<file path="src/rtl/motor_arm_sequencer.sv">
// Motor throttle sequencer: latches command frames, gates throttle behind a timed
// arming sequence, slew-limits each motor per ESC frame and ramps down on command loss.
module motor_arm_sequencer #(
    parameter int ARM_FRAMES     = 100,
    parameter int TIMEOUT_FRAMES = 10,
    parameter int MAX_STEP       = 4
) (
    input  logic        clk,
    input  logic        reset,
    input  logic        cmd_valid,
    input  logic [31:0] cmd_data,
    input  logic        frame_tick,
    input  logic        arm_req,
    input  logic        kill,
    output logic [31:0] motor_out,
    output logic [1:0]  state,
    output logic        armed,
    output logic        cmd_ack
);

    typedef enum logic [1:0] {
        DISARMED = 2'b00,
        ARMING   = 2'b01,
        ARMED    = 2'b10,
        FAILSAFE = 2'b11
    } state_t;

    localparam int ARM_W = $clog2(ARM_FRAMES + 1);
    localparam int WD_W  = $clog2(TIMEOUT_FRAMES + 1);
    localparam logic [ARM_W-1:0] ARM_DONE = ARM_W'(ARM_FRAMES);
    localparam logic [WD_W-1:0]  WD_LIMIT = WD_W'(TIMEOUT_FRAMES);
    localparam logic [7:0]       STEP     = 8'(MAX_STEP);

    state_t           state_q, state_d;
    logic [31:0]      tgt_q;
    logic [ARM_W-1:0] arm_cnt_q, arm_cnt_d;
    logic [WD_W-1:0]  wd_q, wd_d;
    logic [31:0]      motor_d, slew_v, ramp_v;
    logic             disarm;

    function automatic logic [7:0] min_step(input logic [7:0] gap);
        return (gap < STEP) ? gap : STEP;
    endfunction

    // The step is bounded by the remaining gap, so the result can neither overshoot nor wrap.
    function automatic logic [7:0] slew_toward(input logic [7:0] cur, input logic [7:0] tgt);
        logic [7:0] res;
        res = cur;
        if (tgt > cur)
            res = cur + min_step(tgt - cur);
        else if (cur > tgt)
            res = cur - min_step(cur - tgt);
        return res;
    endfunction

    always_comb begin
        slew_v = '0;
        ramp_v = '0;
        for (int m = 0; m < 4; m++) begin
            slew_v[m*8 +: 8] = slew_toward(motor_out[m*8 +: 8], tgt_q[m*8 +: 8]);
            ramp_v[m*8 +: 8] = motor_out[m*8 +: 8] - min_step(motor_out[m*8 +: 8]);
        end
    end

    assign disarm = kill | ~arm_req;

    always_comb begin
        // NOTE: every signal driven here gets a default first, so no path can infer a latch.
        state_d   = state_q;
        arm_cnt_d = arm_cnt_q;
        wd_d      = wd_q;
        motor_d   = motor_out;
        unique case (state_q)
            DISARMED: begin
                motor_d   = '0;
                arm_cnt_d = '0;
                wd_d      = '0;
                if (!disarm && tgt_q == '0)
                    state_d = ARMING;
            end
            ARMING: begin
                motor_d = '0;
                wd_d    = '0;
                if (disarm || tgt_q != '0) begin
                    state_d   = DISARMED;
                    arm_cnt_d = '0;
                end else if (frame_tick) begin
                    if (arm_cnt_q >= ARM_DONE - 1'b1) begin
                        state_d   = ARMED;
                        arm_cnt_d = '0;
                    end else begin
                        arm_cnt_d = arm_cnt_q + 1'b1;
                    end
                end
            end
            ARMED: begin
                if (disarm) begin
                    state_d = DISARMED;
                    motor_d = '0;
                    wd_d    = '0;
                end else if (cmd_valid) begin
                    wd_d = '0;
                    if (frame_tick)
                        motor_d = slew_v;
                end else if (frame_tick) begin
                    // Expiry outranks the slew: the expiring tick leaves the outputs where they are.
                    if (wd_q >= WD_LIMIT - 1'b1) begin
                        wd_d    = WD_LIMIT;
                        state_d = FAILSAFE;
                    end else begin
                        wd_d    = wd_q + 1'b1;
                        motor_d = slew_v;
                    end
                end
            end
            FAILSAFE: begin
                if (disarm) begin
                    state_d = DISARMED;
                    motor_d = '0;
                    wd_d    = '0;
                end else if (frame_tick) begin
                    motor_d = ramp_v;
                end
            end
        endcase
    end

    // NOTE: sequential state uses non-blocking assignments so every register samples pre-edge values.
    always_ff @(posedge clk or negedge reset) begin
        if (!reset) begin
            state_q   <= DISARMED;
            tgt_q     <= '0;
            arm_cnt_q <= '0;
            wd_q      <= '0;
            motor_out <= '0;
            cmd_ack   <= 1'b0;
        end else begin
            state_q   <= state_d;
            arm_cnt_q <= arm_cnt_d;
            wd_q      <= wd_d;
            motor_out <= motor_d;
            cmd_ack   <= cmd_valid;
            if (cmd_valid)
                tgt_q <= cmd_data;
        end
    end

    assign state = state_q;
    assign armed = (state_q == ARMED);

endmodule

</file>
<file path="config.mk">
export PLATFORM = sky130hd
export DESIGN_NAME = motor_arm_sequencer
export DESIGN_NICKNAME = d
export VERILOG_FILES = /design/src/rtl/motor_arm_sequencer.sv
export SDC_FILE = /design/constraint.sdc
export NUM_CORES = 1
export LEC_CHECK = 0
export CAP_MARGIN = 30
export CORE_MARGIN = 2
export CORE_UTILIZATION = 45
export DETAILED_ROUTE_END_ITERATION = 12
export SLEW_MARGIN = 20
export SYNTH_ARGS = -nofsm -noshare
export SYNTH_HDL_FRONTEND = slang
export SYNTH_SLANG_ARGS = --single-unit
</file>
<file path="constraint.sdc">
create_clock -name clk -period 11.8 [get_ports clk]
set_clock_uncertainty 0.05 [all_clocks]
set_input_delay 1.77 -clock clk [delete_from_list [all_inputs] [get_ports clk]]
set_output_delay 1.77 -clock clk [all_outputs]
set_load 0.02 [all_outputs]
</file>
* Word-level counts from Yosys, hierarchy flattened
Cells that the tools add are included.
** Operators by class
- $add $sub $neg :: 22
- Magnitude comparators :: 22
- Equal/unequal tests :: 13
- Multiplexer cells :: 48
- Bitwise logic cells :: 2
- Reduce and logical (&&, ||, !) cells :: 12
** Operator list (count)
- two-way mux 32 bit :: 7
- two-way mux 8 bit :: 20
- subtractor 8 bit :: 16
- less-than comparator 8 x 3 -> 1 bit, second input constant :: 12
- one-hot mux 32 bit (3 select lines) :: 1
- > comparator 8 bit :: 8
- adder 8 bit :: 4
- zero test 32 bit :: 1
- nonzero test 32 bit :: 1
- two-way mux 7 bit :: 3
- two-way mux 4 bit :: 5
- two-way mux 2 bit :: 9
- one-hot mux 7 bit (2 select lines) :: 1
- one-hot mux 4 bit (3 select lines) :: 1
- inequality test 3 bit, second input constant :: 3
- one-hot mux 2 bit (4 select lines) :: 1
- adder 7 x 1 -> 7 bit, second input constant :: 1
- >= comparator 7 bit, second input constant :: 1
- AND reduction 7 bit :: 1
- inequality test 3 x 2 -> 1 bit, second input constant :: 2
- adder 4 x 1 -> 4 bit, second input constant :: 1
- equality test 2 bit, second input constant :: 2
- >= comparator 4 bit, second input constant :: 1
- inequality test 2 bit, second input constant :: 2
- other kinds (14) :: 15
** Storage, ports and cells
- Flip-flop bits (word level) :: 78
- Bits of input ports :: 38
- Output and inout port bits :: 36
- Word-level logic and storage cells :: 125

* Logic depth before layout (Yosys ltp)
Gate-level depths: netlist (run 1).
- Depth after elaboration :: 11
- Gate-level depth with buffers :: 23
- Mapped depth without buffers :: 23

* Worst setup path after synthesis (run 1)
Ideal clock, no wire load.
- Kind :: register -> register
- Start :: register motor_out[8]
- End :: register motor_out[15]
- Library setup time :: 0.126 ns
- Arrival :: 4.837 ns
- Required time :: 11.624 ns
- Path slack :: 6.787 ns
- Cell stages (with the launch flop) :: 20
- Path buffers :: 0
- Period minus slack after synthesis :: 5.013 ns
- Cell sequence :: dfrtp_1 -> ha_1 -> fa_1 -> nor2b_1 -> o31a_1 -> a22oi_1 -> or3_1 -> or3_1 -> or2_2 -> ha_1 -> o2bb2a_1 -> ha_1 -> nor2b_1 -> o21a_1 -> a311o_1 -> a21o_1 -> a21oi_1 -> xnor2_1 -> mux2i_1 -> a311o_1
** Between the ends
- Word-level cells in the longest chain between the ends :: 11
- Elaborated cells between the ends (all ways) :: 23
- Classes of those cells :: add/sub (5); order compare (5); mux (13)
** RTL lines
- start, declared :: line 15 : output logic [31:0] motor_out,
- start signal, assigned :: line 141 : motor_out <= motor_d;
- subtractor 8 bit :: line 52 : res = cur - min_step(cur - tgt);
- less-than comparator 8 x 3 -> 1 bit :: line 42 : return (gap < STEP) ? gap : STEP;
- two-way mux 8 bit :: line 42
- subtractor 8 bit :: line 52
- two-way mux 8 bit :: line 51 : else if (cur > tgt)
- two-way mux 8 bit :: line 49 : if (tgt > cur)
- two-way mux 32 bit :: line 107 : if (wd_q >= WD_LIMIT - 1'b1) begin
- two-way mux 32 bit :: line 105 : end else if (frame_tick) begin
- two-way mux 32 bit :: line 101 : end else if (cmd_valid) begin
- two-way mux 32 bit :: line 97 : if (disarm) begin
- one-hot mux 32 bit (3 select lines) * :: line 73 : unique case (state_q)
Mark *: on every way between the ends. The rest lies on a longest branch, timed or not. The select of a mux whose other input is x is not followed.
A chain may end at the register's enable or synchronous reset.

* Final worst setup path (run 1)
- Start :: register motor_out[17]
- End :: register motor_out[23]
The elaborated chain is that of the path after synthesis.

==> results of run 1 <==
[layer usage]
layer,GRT usage,share of wire,wire [microns]
met4,0.08263,0.025,584
met1,0.3517,0.48,11510
met5,0,0,0
met2,0.3927,0.45,10780
met3,0.03453,0.039,932
[kinds of logic (layout without fill, tap and decap cells)]
group           count (synthesis)  count (layout)  synth area share
compound gates                342             342            0.2645
simple gates                  310             310            0.1798
buf+inv                       146             202           0.06788
fa+ha+maj                     118             118            0.1868
flops                          78              78            0.2327
xor+xnor                       48              48           0.05013
mux                            14              14           0.01731
other cells                     2               6         0.0008955
[report_power, final]
part | internal, W | total, W | switching [W]
Sequential | 0.000277 | 0.000290 | 0.0000129
Combinational | 0.000105 | 0.000242 | 0.000137
Clock | 0.000196 | 0.000319 | 0.000123
Total | 0.000579 | 0.000852 | 0.000273
[sequential cells by signal (all words and copies together), names as in the netlist]
signal     count
state          2
motor_out     32
cmd_ack        1
arm_cnt_q      7
tgt_q         32
wd_q           4
[final cells by class]
type,instances,area (sq um),share of cell area
clock buffer,12,256.5,0.02664
clock inverter,3,67.56,0.007018
inverter,106,397.9,0.04133
multi-input combinational,838,5883,0.6111
sequential,78,1952,0.2028
tap,229,286.5,0.02976
timing repair buffer,81,783.3,0.08136
[placed cells by master, fill, tap and decap left out, types with 23 or more instances in the layout]
master / instances
o21ai_0: 107
inv_1: 106
ha_1: 106
nand2_1: 91
dfrtp_1: 78
a21oi_1: 74
nor2_1: 71
clkdlybuf4s50_1: 71
xnor2_1: 33
a21o_1: 23
[path summary, 6_finish.rpt]
kind / from / to / cells after the start
max: motor_out[17] / motor_out[23] / 19
min: arm_cnt_q[5] / arm_cnt_q[5] / 1
max reg2reg: motor_out[17] / motor_out[23] / 19
min reg2reg: arm_cnt_q[5] / arm_cnt_q[5] / 1
max in group asynchronous: reset / tgt_q[8] / 2
min in group asynchronous: reset / tgt_q[27] / 1
[worst register-to-register path: cells and delay by family, from the launching register on]
family / cells / cell delay, ns
buffers and inverters: 1 / 0.19
adder cells (fa/ha/maj): 3 / 1.05
XOR/XNOR: 1 / 0.13
multiplexers: 2 / 0.20
AND/OR/NAND/NOR: 4 / 1.37
flip-flops: 1 / 0.56
AO/OA/AOI/OAI: 8 / 1.77
[stage by stage]
step                instances  total power (W)  utilization  setup WS (ns)
finish                   1347        0.0008517       0.5305          6.400
global route             1347        0.0009001       0.5305          6.030
CTS                      1347        0.0008565       0.5305          6.506
detailed placement       1332        0.0005340       0.5126          6.512
global placement         1331        0.0005349       0.5122          6.667
floorplan                1062        0.0004700            -          6.787
==> results.toml, run 1 <==
[clock_tree]
cts_resized = 0
cts_tree = "built"
cts_buffer_depth = 2
cts-root-buf = "clkbuf_16"
clk_pin_slew_worst_paths_ns = 0.06
clk_latency_ns = 0.35
ctsHtreeMaxLevel = 3
cts_setup_buffers = 0
numCtsBuffers = 9
cts_sinks = 78
cts_hold_buf = 0

[logic_synthesis]
async_flop_share = 1.000
yosys_warnings = 0
synth-seq-area-share = 0.2327
netlist_top_cells_area = "dfrtp_1, ha_1, o21ai_0, inv_1, a21oi_1"
avgSynthCellArea_sq_um = 7.927
synth_common_cells = "o21ai_0, ha_1, inv_1"
synth.top_cell.area_share = 0.2327
synth_top_area_cell = "dfrtp_1"
synth_edf_count = 0
synth_cell_types = 79
post-synth-top-count-cell = "o21ai_0"
synth-seq-cells = 78
netlist_area_sq_mm = 0.008387
syn_inst = 1058
synth_flop_cell = "dfrtp_1"

[timing]
tightest_slew_ns = 0.9710
setup_viol = 0
hold_viol_final = 0
holdWs_ns = 0.4672
maxSlewViolCount = 0
setup_tns_ns = 0
period_minus_slack_ns = 5.400
max_slew_margin = 0.3467
max_clock_freq_mhz = 185.2
fin_crit_sh = 0.4576
rsz0062_at_grt = "false"

[power]
p_leak_nw = 4.282
powerDensity_mw_per_mm2 = 88.48
peakVddDrop_v = 0.00007801

[hold_path]
hold_path_class = "flip-flop to flip-flop"

[worst_setup_path]
start_kind = "flip-flop"
crit_slowest_cell = "dfrtp_1"
crit_family = "compound AO/OA/AOI/OAI gates"
critPathRequiredTime_ns = 11.98
path_max_fanout = 10
slowest_delay_ns = 0.56
worstPathArrival_ns = 5.58
critPathBufInv = 1
rrSetupSlack_ns = 6.40
worstSetupEndpointType = "flip-flop"
worstPathCellList = "inv_1, fa_1, a211oi_1, o21bai_1, mux2i_1, nor4_1, nand2_1, or2_2, ha_1, mux2i_1, or2_2, ha_1, a21o_1, a21oi_1, o21ai_0, o41ai_1, xor2_1, a221oi_1, o21ai_0"
path_class = "flip-flop to flip-flop"

[detailed_routing]
drtAntennaViolNets = 0
viasPerCell = 5.807
dr.first_iter.drc_count = 532
routedWlPerCell_microns = 17.67
via_count = 7822
drt_wl_total_microns = 23810
drc_errors = 0
drt_pass1_iterations = 5

[layout]
drive_above_1_share = 0.04562
fill_cells = 1757
area_growth_pct = 14.78
antennaDiodeCount = 0
stdcell_area_sq_mm = 0.009627
fin_nets = 1270

[global_route]
grt_max_degree = 71
grt_usage = 0.2485
antenna_found_initial = 0
gr-total-overflow = 0
grt_pass1_wl_microns = 39130
grt_pass1_vias = 7421

[job]
drv_cap = 0

[die]
core_sq_mm = 0.01815
die_x_microns = 140.5
chipHeight_microns = 140.5
std_cell_rows = 49
start_util = 0.4621
io_pins = 74
dieArea_sq_mm = 0.01975

[placement]
dpl.hpwl_microns = 18100
place_congestion = 0.9202
place_area_sq_mm = 0.009303
port_buffers = 73

[outcome]
status = "finished clean"
Power figures use the tool's default switching activity.
==> run 2: changes to the inputs <==
- PLACE_DENSITY: not set -> 0.67
- clock period: 11.8 -> 4.5 ns (I/O delays scaled with it)
==> results.toml, run 2 (same netlist as run 1, synthesis figures left out) <==
[outcome]
status = "finished with violations"
violations = "negative setup slack"

[global_route]
grt_pass1_vias = 7839
grt_usage = 0.2495
grt_pass1_wl_microns = 39750
gr-total-overflow = 0
grt_max_degree = 70
antenna_found_initial = 0

[timing]
setup_slack_ns = -0.07070
fin_crit_sh = 1.016
rsz0062_at_grt = "true"
max_clock_freq_mhz = 218.8
hold_viol_final = 0
tightest_slew_ns = 0.9263
maxSlewViolCount = 0
setup_viol = 2
period_minus_slack_ns = 4.571
max_slew_margin = 0.3783
setup_tns_ns = -0.07350

[placement]
post-place-cells = 1418
port_buffers = 73
dpl.hpwl_microns = 19170
place_congestion = 0.9376
place_area_sq_mm = 0.01009

[die]
start_util = 0.4621
core_sq_mm = 0.01815
chipHeight_microns = 140.5
io_pins = 74
die_x_microns = 140.5
dieArea_sq_mm = 0.01975
std_cell_rows = 49

[worst_setup_path]
worstSetupEndpointType = "flip-flop"
worstPathCellList = "inv_2, ha_4, fa_2, nor2b_2, o31a_1, a22oi_1, or3_4, or3_4, or2_4, ha_4, o2bb2a_4, ha_4, nor2b_1, o21a_1, a311o_1, a21o_1, a21oi_2, xnor2_1, mux2i_1, a311o_1"
path_max_fanout = 4
critPathRequiredTime_ns = 4.69
crit_family = "compound AO/OA/AOI/OAI gates"
critPathBufInv = 1
r2r-start = "tgt_q[8]"
slowest_delay_ns = 0.39
startpoint = "tgt_q[8]"
path_class = "flip-flop to flip-flop"
worstPathArrival_ns = 4.76
start_kind = "flip-flop"
crit_top_cell = "ha_4"
worstRegToRegCells = 20
rrSetupSlack_ns = -0.07
timing.rr.end = "motor_out[15]"
crit_slowest_cell = "or3_4"

[detailed_routing]
drt_pass1_iterations = 6
dr.first_iter.drc_count = 636
routedWlPerCell_microns = 17.27
via_count = 8245
viasPerCell = 5.706
drc_errors = 0
drtAntennaViolNets = 0
drt_wl_total_microns = 24950

[power]
p_leak_nw = 4.778
peakVddDrop_v = 0.0001840
powerDensity_mw_per_mm2 = 213.0

[clock_tree]
cts_hold_buf = 0
numCtsBuffers = 9
ctsHtreeMaxLevel = 3
cts_tree = "built"
cts-root-buf = "clkbuf_16"
cts_sinks = 78
clk_latency_ns = 0.35
cts_buffer_depth = 2
clk_pin_slew_worst_paths_ns = 0.07

[layout]
stdcell_area_sq_mm = 0.01064
antennaDiodeCount = 0
drive_above_1_share = 0.1743
final_util = 0.5863
area_growth_pct = 26.85
fill_cells = 1661
fin_cells = 1445
layout_commonest_cell = "buf_4"
layout_common_cells = "buf_4, inv_1, o21ai_0, ha_1, nand2_1"
fin_nets = 1367
top_regs = "motor_out (32), tgt_q (32), arm_cnt_q (7)"

[hold_path]
hold_path_class = "primary input to asynchronous set/reset pin"

[job]
drv_cap = 0
==> run 2: cell types whose count changed in the layout (fill, tap and decap cells not counted), moves of 8 or more <==
cell	before	now
ha_1	106	98
a21oi_1	74	65
dfrtp_2	0	13
dfrtp_1	78	65
o21ai_1	3	11
buf_4	9	105
a21oi_2	0	9
o21ai_0	107	98
==> run 2: stage by stage <==
step	power (W)	setup WS, ns	hold slack [ns]
CTS	0.002239	-0.04934	0.3190
floorplan	0.001249	-0.02888	0.3294
detailed placement	0.001484	-0.2082	0.4428
global route	0.002395	-0.2628	0.3533
global placement	0.001474	-0.001795	0.4449
finish	0.002266	-0.07070	0.2934
==> run 2: what timing repair did <==
action,CTS,global route
resized for setup,6,45
pin swaps,9,19
endpoints found under the setup margin,4,14
setup buffers,4,7
==> run 2: final cells by class <==
type	instances	area, sq um	share of cell area
clock buffer	11	232.7	0.02187
clock inverter	5	60.06	0.005645
inverter	106	400.4	0.03763
multi-input combinational	838	6176	0.5805
sequential	78	1968	0.1850
tap	229	286.5	0.02693
timing repair buffer	178	1515	0.1424
==> run 2: how the worst max path moves through the flow <==
stage,endpoint,slack (ns),depth (start not counted)
final,motor_out[15],-0.07,20
after floorplan,motor_out[15],-0.03,19
after detailed placement,motor_out[23],-0.21,21
after global placement,motor_out[23],-0.002,21
after CTS,motor_out[15],-0.05,20
after global routing,motor_out[15],-0.26,20
==> run 2: routing by layer <==
layer  up-vias  wire [microns]  global-route usage
met1      3886           11160              0.3347
li1       4077               -                   -
met2       227           11680              0.4115
met4         0             742             0.08842
met5         -               0                   0
met3        55            1362             0.03726
==> run 2: power by group <==
| part | leakage, nW | total, W | internal [W] | switching [W] |
|---|---|---|---|---|
| sequential | 1.01 | 0.000754 | 0.000728 | 0.0000263 |
| combinational | 3.63 | 0.000771 | 0.000357 | 0.000414 |
| clock | 0.140 | 0.000741 | 0.000431 | 0.000310 |
| total | 4.78 | 0.00227 | 0.00152 | 0.000750 |
==> run 3: changes to the inputs <==
- SKIP_LAST_GASP: not set -> 1
==> results.toml, run 3 (same netlist as run 1, synthesis figures left out) <==
[timing]
setup_viol = 3
maxSlewViolCount = 0
setup_slack_ns = -0.05888
hold_viol_final = 0
period_minus_slack_ns = 4.559
tightest_slew_ns = 0.9147
max_clock_freq_mhz = 219.4
rsz0062_at_grt = "true"
fin_crit_sh = 1.013
max_slew_margin = 0.3861
holdWs_ns = 0.2960

[die]
dieArea_sq_mm = 0.01975
start_util = 0.4621
core_sq_mm = 0.01815
chipHeight_microns = 140.5
die_x_microns = 140.5
std_cell_rows = 49
io_pins = 74

[power]
peakVddDrop_v = 0.0001822
swShare = 0.3307
powerDensity_mw_per_mm2 = 213.3
switching_power_w = 0.0007488
comb_power_share = 0.340
clkPwrFrac = 0.327
p_int_w = 0.001515
p_leak_nw = 4.784
pwr-share-seq = 0.333

[clock_tree]
clk_pin_slew_worst_paths_ns = 0.07
cts_sinks = 78
ctsHtreeMaxLevel = 3
cts_hold_buf = 0
clk_latency_ns = 0.35
numCtsBuffers = 9
cts-root-buf = "clkbuf_16"
cts_buffer_depth = 2
cts_tree = "built"

[worst_setup_path]
crit_top_cell = "ha_4"
start_kind = "flip-flop"
slowest_delay_ns = 0.39
path_class = "flip-flop to flip-flop"
worstPathCellList = "inv_2, ha_4, fa_2, nor2b_2, o31a_1, a22oi_1, or3_4, or3_4, or2_4, ha_4, o2bb2a_4, ha_4, nor2b_4, o21a_1, a311o_1, a21o_1, a21oi_2, xnor2_1, mux2i_1, a311o_1"
crit_slowest_cell = "or3_4"
critPathRequiredTime_ns = 4.69
worstPathArrival_ns = 4.75
critPathBufInv = 1
path_max_fanout = 4
worstSetupEndpointType = "flip-flop"
crit_family = "compound AO/OA/AOI/OAI gates"

[global_route]
gr-total-overflow = 0
grt_pass1_vias = 7839
grt_max_degree = 70
grt_pass1_wl_microns = 39750
antenna_found_initial = 0
grt_usage = 0.2495

[layout]
antennaDiodeCount = 0
final_util = 0.5848
fin_nets = 1365
drive_above_1_share = 0.1738
top_regs = "motor_out (32), tgt_q (32), arm_cnt_q (7)"
layout_commonest_cell = "buf_4"
fin_cells = 1443
layout_common_cells = "buf_4, o21ai_0, inv_1"
area_growth_pct = 26.54

[placement]
post-place-cells = 1418
dpl.hpwl_microns = 19170
place_congestion = 0.9376
port_buffers = 73

[detailed_routing]
drc_errors = 0
via_count = 8231
dr.first_iter.drc_count = 650
drtAntennaViolNets = 0
drt_pass1_iterations = 5
drt_wl_total_microns = 24950
viasPerCell = 5.704
routedWlPerCell_microns = 17.29

[hold_path]
hold_path_class = "primary input to asynchronous set/reset pin"

[outcome]
violations = "negative setup slack"
status = "finished with violations"

[job]
drv_cap = 0
[run 3: layout make-up]
type,instances,area (sq um)
fill,1660,7535
sequential,78,1968
clock buffer,11,232.7
multi-input combinational,838,6167
tap,229,286.5
timing repair buffer,176,1500
clock inverter,5,60.06
inverter,106,397.9
[run 3: timing repair]
item | 4_1_cts | 5_1_grt
pin swaps | 9 | 24
buffers inserted | 4 | 6
gates resized for setup | 5 | 46
endpoints found under the setup margin | 4 | 14
[run 3: metrics by stage]
step | instance area (sq um) | TNS [ns] | total power (W) | setup WS [ns]
after floorplan | 8544 | -0.02888 | 0.001249 | -0.02888
after global placement | 10080 | -0.001795 | 0.001474 | -0.001795
after detailed placement | 10090 | -0.2801 | 0.001484 | -0.2082
after CTS | 10430 | -0.1055 | 0.002239 | -0.05616
after global routing | 10610 | -1.051 | 0.002393 | -0.2911
final | 10610 | -0.1397 | 0.002264 | -0.05888
[run 3: metal layers]
layer,global-route usage,routed length (microns)
met3,0.03726,1140
met2,0.4115,11620
met4,0.08842,731
met5,0,0
met1,0.3347,11450
[run 3: worst reg2reg max path: cells and delay by family (launching register included)]
| kind | cells | cell delay, ns |
|---|---|---|
| flops | 1 | 0.37 |
| buf+inv | 1 | 0.06 |
| xor+xnor | 1 | 0.15 |
| simple gates | 5 | 1.28 |
| compound gates | 8 | 1.50 |
| fa+ha+maj | 4 | 0.96 |
| mux | 1 | 0.09 |
[run 3: path summary, 6_finish.rpt]
path                              startpoint       endpoint  slack, ns  cells past startpoint
worst max-delay path                tgt_q[8]  motor_out[15]      -0.06                     20
worst min-delay path                   reset      tgt_q[27]       0.30                      1
worst max register to register      tgt_q[8]  motor_out[15]      -0.06                     20
worst min register to register  arm_cnt_q[5]   arm_cnt_q[5]       0.46                      1
max in group asynchronous              reset   motor_out[8]       3.17                      2
min in group clk                arm_cnt_q[5]   arm_cnt_q[5]       0.46                      1
[run 3: power groups by stage]
stage | Combinational, W | Sequential, W | Clock (W)
6_report | 0.000771 | 0.000754 | 0.000740
5_1_grt | 0.000848 | 0.000756 | 0.000789
4_1_cts | 0.000728 | 0.000753 | 0.000758
3_5_place_dp | 0.000718 | 0.000766 | 0
3_3_place_gp | 0.000709 | 0.000765 | 0
2_1_floorplan | 0.000490 | 0.000759 | 0
